$ cat config.mk
export PLATFORM = sky130hd
export DESIGN_NAME = product_accumulator
export DESIGN_NICKNAME = d
export VERILOG_FILES = /design/src/rtl/product_acc_pkg.sv /design/src/rtl/acc_sat_add.sv /design/src/rtl/product_accumulator.sv
export SDC_FILE = /design/constraint.sdc
export NUM_CORES = 1
export LEC_CHECK = 0
export CORE_MARGIN = 8
export CORE_UTILIZATION = 47
export CTS_BUF_LIST = sky130_fd_sc_hd__clkbuf_2
export CTS_CLUSTER_SIZE = 30
export DETAILED_ROUTE_END_ITERATION = 10
export GPL_ROUTABILITY_DRIVEN = 0
export PLACE_DENSITY = 0.76
export SYNTH_ARGS = -nofsm -noshare
export SYNTH_HDL_FRONTEND = slang
export SYNTH_SLANG_ARGS = --single-unit
$ cat constraint.sdc
create_clock -name clk -period 2.17 [get_ports clk]
set_clock_uncertainty 0.1 [all_clocks]
set_input_delay 0.5425 -clock clk [delete_from_list [all_inputs] [get_ports clk]]
set_output_delay 0.5425 -clock clk [all_outputs]
set_load 0.1 [all_outputs]
$ cat src/rtl/product_acc_pkg.sv
// Shared types and default sizing for the product accumulator.
package product_acc_pkg;

    typedef enum logic [1:0] {
        IDLE  = 2'd0,
        ACCUM = 2'd1,
        DONE  = 2'd2
    } state_t;

    localparam int B_DEF       = 8;
    localparam int ACC_W_DEF   = 10;
    localparam int N_TERMS_DEF = 8;

    // Term counter width; N_TERMS is capped at 255.
    localparam int CNT_W = 8;

endpackage

$ cat src/rtl/acc_sat_add.sv
// Signed accumulate step: acc + sign-extended prod, with overflow detect.
// Define PRODUCT_ACC_SAT_EN to clamp on overflow; otherwise the sum wraps.
module acc_sat_add
    import product_acc_pkg::*;
#(
    parameter int B     = B_DEF,
    parameter int ACC_W = ACC_W_DEF
) (
    input  logic signed [ACC_W-1:0] acc,
    input  logic signed [B-1:0]     prod,
    output logic signed [ACC_W-1:0] sum,
    output logic                    ovf
);

    // One guard bit above the wider operand holds the true sum exactly.
    localparam int EXT_W = ((B > ACC_W) ? B : ACC_W) + 1;

    localparam logic signed [ACC_W-1:0] SAT_MAX = {1'b0, {(ACC_W-1){1'b1}}};
    localparam logic signed [ACC_W-1:0] SAT_MIN = {1'b1, {(ACC_W-1){1'b0}}};

    logic signed [EXT_W-1:0] full;
    logic        [EXT_W-ACC_W:0] top_bits;

    assign full = $signed({{(EXT_W-ACC_W){acc[ACC_W-1]}}, acc})
                + $signed({{(EXT_W-B){prod[B-1]}}, prod});

    // The result fits in ACC_W signed bits only if every bit from the
    // ACC_W sign position upward agrees.
    assign top_bits = full[EXT_W-1:ACC_W-1];

    // NOTE: every output of an always_comb gets a default first so no path
    // leaves it unassigned, which would otherwise infer a latch.
    always_comb begin
        ovf = !((&top_bits) || !(|top_bits));
        sum = full[ACC_W-1:0];
`ifdef PRODUCT_ACC_SAT_EN
        if (ovf) begin
            sum = full[EXT_W-1] ? SAT_MIN : SAT_MAX;
        end
`else
        // Wrap build keeps the low ACC_W bits: modulo 2^ACC_W.
`endif
    end

endmodule

$ cat src/rtl/product_accumulator.sv
// Accumulates N_TERMS signed products per run behind a start/valid/ready FSM.
// Saturation vs wrap is selected by PRODUCT_ACC_SAT_EN inside acc_sat_add.
module product_accumulator
    import product_acc_pkg::*;
#(
    parameter int B       = B_DEF,
    parameter int ACC_W   = ACC_W_DEF,
    parameter int N_TERMS = N_TERMS_DEF
) (
    input  logic                    clk,
    input  logic                    rst,
    input  logic                    start,
    input  logic                    prod_valid,
    input  logic signed [B-1:0]     prod,
    output logic                    prod_ready,
    output logic signed [ACC_W-1:0] acc_out,
    output logic                    acc_valid,
    input  logic                    res_ready,
    output logic                    busy,
    output logic                    ovf
);

    localparam logic [CNT_W-1:0] LAST_CNT = CNT_W'(N_TERMS - 1);

    state_t                  state;
    logic [CNT_W-1:0]        cnt;
    logic                    accept;
    logic signed [ACC_W-1:0] sum;
    logic                    add_ovf;

    // A start in ACCUM restarts the run, so the product offered that cycle
    // must not be acknowledged.
    assign prod_ready = (state == ACCUM) && !start;
    assign accept     = prod_valid && prod_ready;

    acc_sat_add #(
        .B     (B),
        .ACC_W (ACC_W)
    ) u_add (
        .acc  (acc_out),
        .prod (prod),
        .sum  (sum),
        .ovf  (add_ovf)
    );

    // NOTE: sequential state uses non-blocking assignments so every register
    // samples pre-edge values regardless of statement order.
    always_ff @(posedge clk) begin
        if (rst) begin
            state     <= IDLE;
            acc_out   <= '0;
            acc_valid <= 1'b0;
            busy      <= 1'b0;
            ovf       <= 1'b0;
            cnt       <= '0;
        end else if (start) begin
            state     <= ACCUM;
            acc_out   <= '0;
            acc_valid <= 1'b0;
            busy      <= 1'b1;
            ovf       <= 1'b0;
            cnt       <= '0;
        end else begin
            case (state)
                ACCUM: begin
                    if (accept) begin
                        acc_out <= sum;
                        ovf     <= ovf | add_ovf;
                        cnt     <= cnt + 1'b1;
                        if (cnt == LAST_CNT) begin
                            state     <= DONE;
                            busy      <= 1'b0;
                            acc_valid <= 1'b1;
                        end
                    end
                end
                DONE: begin
                    if (res_ready) begin
                        state     <= IDLE;
                        acc_valid <= 1'b0;
                    end
                end
                default: begin
                end
            endcase
        end
    end

endmodule
After elaboration in Yosys (flattened, before gate mapping):

Cells that the tools add are included.

* bits in read-only memories: 0
* register bits after elaboration: 23
* memory bits (writable): 0
* output and inout bits: 14
* latch bits: 0
* input bits: 13
* memories kept: 0
* word-level logic and storage cells: 50

* equality and inequality tests: 9
* bitwise operators: 1
* multiplexer cells: 13
* multipliers: 0
* magnitude comparators: 0
* reduce and logical (&&, ||, !) cells: 18
* shift-type cells: 0
* add/sub/neg operators: 2
* divide/modulo/power cells: 0

Operator list (count)
* adder 10 x 8 -> 11 bit: 1
* adder 8 x 1 -> 8 bit, second input constant: 1
* == test 8 x 3 -> 1 bit, second input constant: 1
* 2-to-1 mux 1 bit: 8
* AND reduction 4 bit: 2
* nonzero test 2 bit: 4
* 2-to-1 mux 2 bit: 3
* != test 3 bit, second input constant: 2
* != test 2 bit, second input constant: 2
* one-hot mux 2 bit (2 select lines): 1
* AND reduction 2 bit: 2
* OR reduction 2 bit: 2
* zero test 1 bit: 3
* != test 3 x 2 -> 1 bit, second input constant: 1
* AND reduction 3 bit: 1
* nonzero test 3 bit: 1
* == test 2 x 1 -> 1 bit, second input constant: 1
* == test 2 bit, second input constant: 1
* logical AND 1 bit: 2
* != test 2 x 1 -> 1 bit, second input constant: 1
* one-hot mux 1 bit (2 select lines): 1
* logical OR 1 bit: 1
* OR 1 bit: 1

Logic depth before layout (Yosys ltp):

* word-level depth: 6
* mapped depth: 7
* depth with buffers taken out: 7

By module:

A second synthesis with hierarchy kept.

* cells, all modules: 156
* area, all modules: 1335.0 um2

Modules (own cells, without submodules)
* product_accumulator: instances 1, seq. area each 440.4 um2, area an instance 922.1 um2, cells each 111
* acc_sat_add: instances 1, seq. area each 0.0 um2, area an instance 412.9 um2, cells each 45

Worst setup path after synthesis:

No wires, ideal clock.

* kind: register to register
* from: reg acc_valid (netlist name)
* to: reg acc_out[6]
* data required time: 2005 ps
* path slack: -1855 ps
* library setup time: 65 ps
* clock period less this slack: 4025 ps
* buffers on the path: 0
* cell stages (with the launch flop): 5
* data arrival time: 3860 ps
* cell sequence: dfxtp_1 > nor3b_1 > nand2_1 > or4_1 > nand3_1

RTL lines
* end signal, assigned: RTL line product_accumulator.sv:67 `acc_out <= sum;`
* end, declared: RTL line product_accumulator.sv:16 `output logic signed [ACC_W-1:0] acc_out,`

Worst setup path after layout:

* from: in prod[4]
* to: reg acc_out[8]

* longest elaborated chain between the ends: 1

RTL lines
* start, declared: RTL line product_accumulator.sv:14 `input logic signed [B-1:0] prod,`
* adder 10 x 8 -> 11 bit: RTL line acc_sat_add.sv:25 `+ $signed({{(EXT_W-B){prod[B-1]}}, prod});`

No other way between the ends.
A chain may end at the register's enable or synchronous reset.

==> results by group <==
Floorplan
  – Die Outline Area: 0.00469 sq mm
  – Chip Height: 68.5 um
  – Starting utilization of the core area: 0.482
  – I/O pins: 27
  – Die Wd: 68.5 um
  – Cell Rows: 19
  – Core area: 0.00269 sq mm

Clocking
  – Number of CTS-inserted buffers: 3
  – Clock insertion delay at the later pin of the skew report: 0.33 ns
  – Buffer type at the clock tree root: clkbuf_2
  – Clock slew at reported path FFs: 0.23 ns
  – CTS tree: yes
  – Clock sink total: 22
  – H-Tree Level Count: 1
  – Max Root-Sink Buffers: 2

Synthesis
  – Yosys warns: 0
  – Dominant combinational cell family by area after synthesis: simple AND/OR/NAND/NOR gates
  – Multiplexer share of the synthesized area: 0.00773
  – Parity-gate share of the synthesized area counting xor and xnor cells: 0.0676
  – Sequential cell area fraction in the yosys report: 0.340
  – Total standard cell area after synthesis: 0.00129 sq mm
  – Average footprint of a synthesized cell: 8.46 sq um
  – Synthesized instance count: 153
  – Simple-gate share of the synthesized area: 0.272
  – FF+latch count, synth: 22
  – Number of unique standard cell types used by synthesis: 37
  – Synthesized-area fraction occupied by ao, oa, aoi and oai cells: 0.169
  – Post-synthesis adder-cell area fraction: 0.122
  – Syn_nets: 178

STA
  – Setup-failing EPs final: 2
  – Final critical-path share of the clock period: 1.02
  – Setup ws final: -0.0363 ns
  – Total count of max-transition violations in the final report: 0
  – Maximum achievable frequency: 453 MHz
  – Setup TNS Final: -0.0494 ns
  – Minimum period implied by the final worst setup slack: 2.21 ns
  – Worst-margin pin slew: 0.291 ns
  – Final Hold Vio Count: 0
  – Worst max-slew margin expressed relative to the limit: 0.808

Status
  – Run status: finished, violations left
  – Violations in the final reports: setup timing

Routing
  – Average wire length per cell after detail routing: 15.9 um
  – Number of DRC violations after detailed routing: 0
  – Met2 routed wirelength: 2040 um
  – Metal1 wirelength: 1610 um
  – Number of detailed-routing iterations run before antenna repair: 4
  – Highest layer used for signal routing: met4
  – Initial DRC count: 92
  – Count of vias placed by the detailed router: 1,395
  – Detail Route Antenna Nets: 0
  – Sum of met3 wire segment lengths after detailed routing: 168 um
  – Routed vias/inst: 5.65
  – Routed wire length: 3920 um

Global route
  – Largest net degree at the start of global routing: 19
  – Global-route wire length before repair: 6240 um
  – GRT Residual Overflow: 0
  – Number of global-route vias before repair: 1,411
  – Initial antenna violation count: 0
  – Tot GR Track Use: 0.171

Critical path
  – Crit path max fanout: 5
  – CP Data Arrival Time: 2.41 ns
  – Type of the worst setup path: in -> reg
  – Kind of end point of the critical path: flop
  – Required @ worst endpoint: 2.37 ns
  – Startpoint Class: input port

Cells and area
  – Final-stage net count: 242
  – Area growth, synth to finish: 57.2%
  – Number of fill cells: 190
  – Antenna fix cells: 0
  – Fraction of layout instances using a drive strength above 1: 0.384

Pwr
  – IR drop worst, VDD: 456 uV
  – Leakage power of the design: 0.904 nW
  – Power Dens Cells: 383 mW/mm^2
  – Final Power: 0.000780 W

Worst hold path
  – Class of the tightest hold or removal check: reg -> reg

Placement
  – # port buffers: 26
  – DPL Wire Length: 2770 um

Job
  – Count of max-cap constraint violations: 0
[cell usage in the layout, fill, tap and decap left out, types with 4 or more instances in the layout]
master	instances
buf_4	47
nand2_1	17
a21oi_1	13
nor2_1	12
dfxtp_1	12
nand3_1	11
clkdlybuf4s50_1	8
xor2_1	7
dfxtp_2	7
nand4_1	5
ha_4	5
ha_1	5
buf_12	4
[state kept, by name, indices dropped and copies added, names as in the netlist]
| signal | cells |
|---|---|
| acc_out | 10 |
| acc_valid | 1 |
| busy | 1 |
| cnt | 8 |
| ovf | 1 |
| state | 1 |
[cell usage after synthesis]
cell / instances / share of area
o211a_1: 1 / 0.0077
ha_1: 11 / 0.11
o21ai_0: 2 / 0.0077
or4_1: 4 / 0.023
dfxtp_1: 22 / 0.34
nand3_1: 12 / 0.046
o21ai_1: 3 / 0.012
xnor2_1: 3 / 0.020
o41a_1: 1 / 0.0087
mux2i_1: 1 / 0.0077
nor2_1: 12 / 0.035
a21o_1: 3 / 0.017
o21bai_1: 1 / 0.0058
nand4_1: 5 / 0.024
nor3b_1: 1 / 0.0058
or3_1: 2 / 0.0097
and4_4: 1 / 0.0087
nand2b_1: 1 / 0.0048
and4bb_2: 1 / 0.0097
nand2_1: 18 / 0.052
o21a_1: 3 / 0.017
fa_1: 1 / 0.015
inv_1: 3 / 0.0087
clkbuf_1: 3 / 0.0087
o211ai_1: 2 / 0.012
o2111ai_1: 1 / 0.0068
nor3_1: 2 / 0.0077
and3_1: 2 / 0.0097
a211oi_1: 1 / 0.0058
nor4b_2: 1 / 0.012
a21oi_2: 1 / 0.0068
xor2_1: 7 / 0.047
and4_1: 2 / 0.014
a21oi_1: 16 / 0.062
buf_2: 1 / 0.0039
nand3b_1: 1 / 0.0058
or2_1: 1 / 0.0048
[power by group]
group / internal, W / total [W] / switching [W]
combinational: 0.0000881 / 0.000191 / 0.000103
sequential: 0.000408 / 0.000414 / 0.00000583
clock: 0.0000401 / 0.000176 / 0.000136
total: 0.000536 / 0.000780 / 0.000244
[layer usage]
layer,vias to the layer above,track usage
met2,41,0.310
li1,687,-
met5,-,0
met4,0,0.0921
met1,653,0.186
met3,14,0.0275
[critical path: stages]
cell             delay (ns)
clkdlybuf4s50_1        0.45
ha_4                   0.33
nand2_1                0.09
o211ai_1               0.24
a21oi_1                0.13
or4_4                  0.56
nand3_2                0.07
[metrics by stage]
stage,hold slack (ns),cells,worst slack [ns],instance area (sq um),utilization
floorplan,0.349,153,-0.0636,1330,-
global placement,0.348,235,-0.422,1840,0.686
detailed placement,0.361,235,-0.493,1840,0.686
CTS,0.386,241,0.00140,1890,0.704
global route,0.405,247,-0.0981,2040,0.758
finish,0.383,247,-0.0363,2040,0.758
[cell type report]
type,instances,area [sq um],area share
multi-input cells,124,947,0.465
clock buffers,3,15.0,0.00738
inverters,3,11.3,0.00553
well taps,31,38.8,0.0191
flip-flops and latches,22,460,0.226
clock inverters,1,3.75,0.00184
repair buffers,63,559,0.275
[logic make-up (layout without fill, tap and decap cells)]
logic type | after synthesis | after routing
fa+ha+maj | 12 | 12
buf+inv | 7 | 70
simple gates | 66 | 66
mux | 1 | 1
xor+xnor | 10 | 10
flops | 22 | 22
compound gates | 35 | 35
[worst paths after layout]
kind	startpoint	endpoint	slack, ns	depth (start not counted)
worst min register to register	acc_out[5]	acc_out[5]	0.38	2
worst max-delay path	prod[4]	acc_out[8]	-0.04	7
worst max register to register	acc_out[1]	acc_out[9]	0.11	7
worst min-delay path	acc_out[5]	acc_out[5]	0.38	2
[timing repair]
| action | in CTS | in global routing |
|---|---|---|
| hold buffers | 0 | 0 |
| resized for setup | 3 | 17 |
| setup endpoints to repair | 4 | 5 |
| setup buffers | 2 | 6 |
| pin swaps | 6 | 11 |
Note: power is estimated with default switching activity, not from simulation.
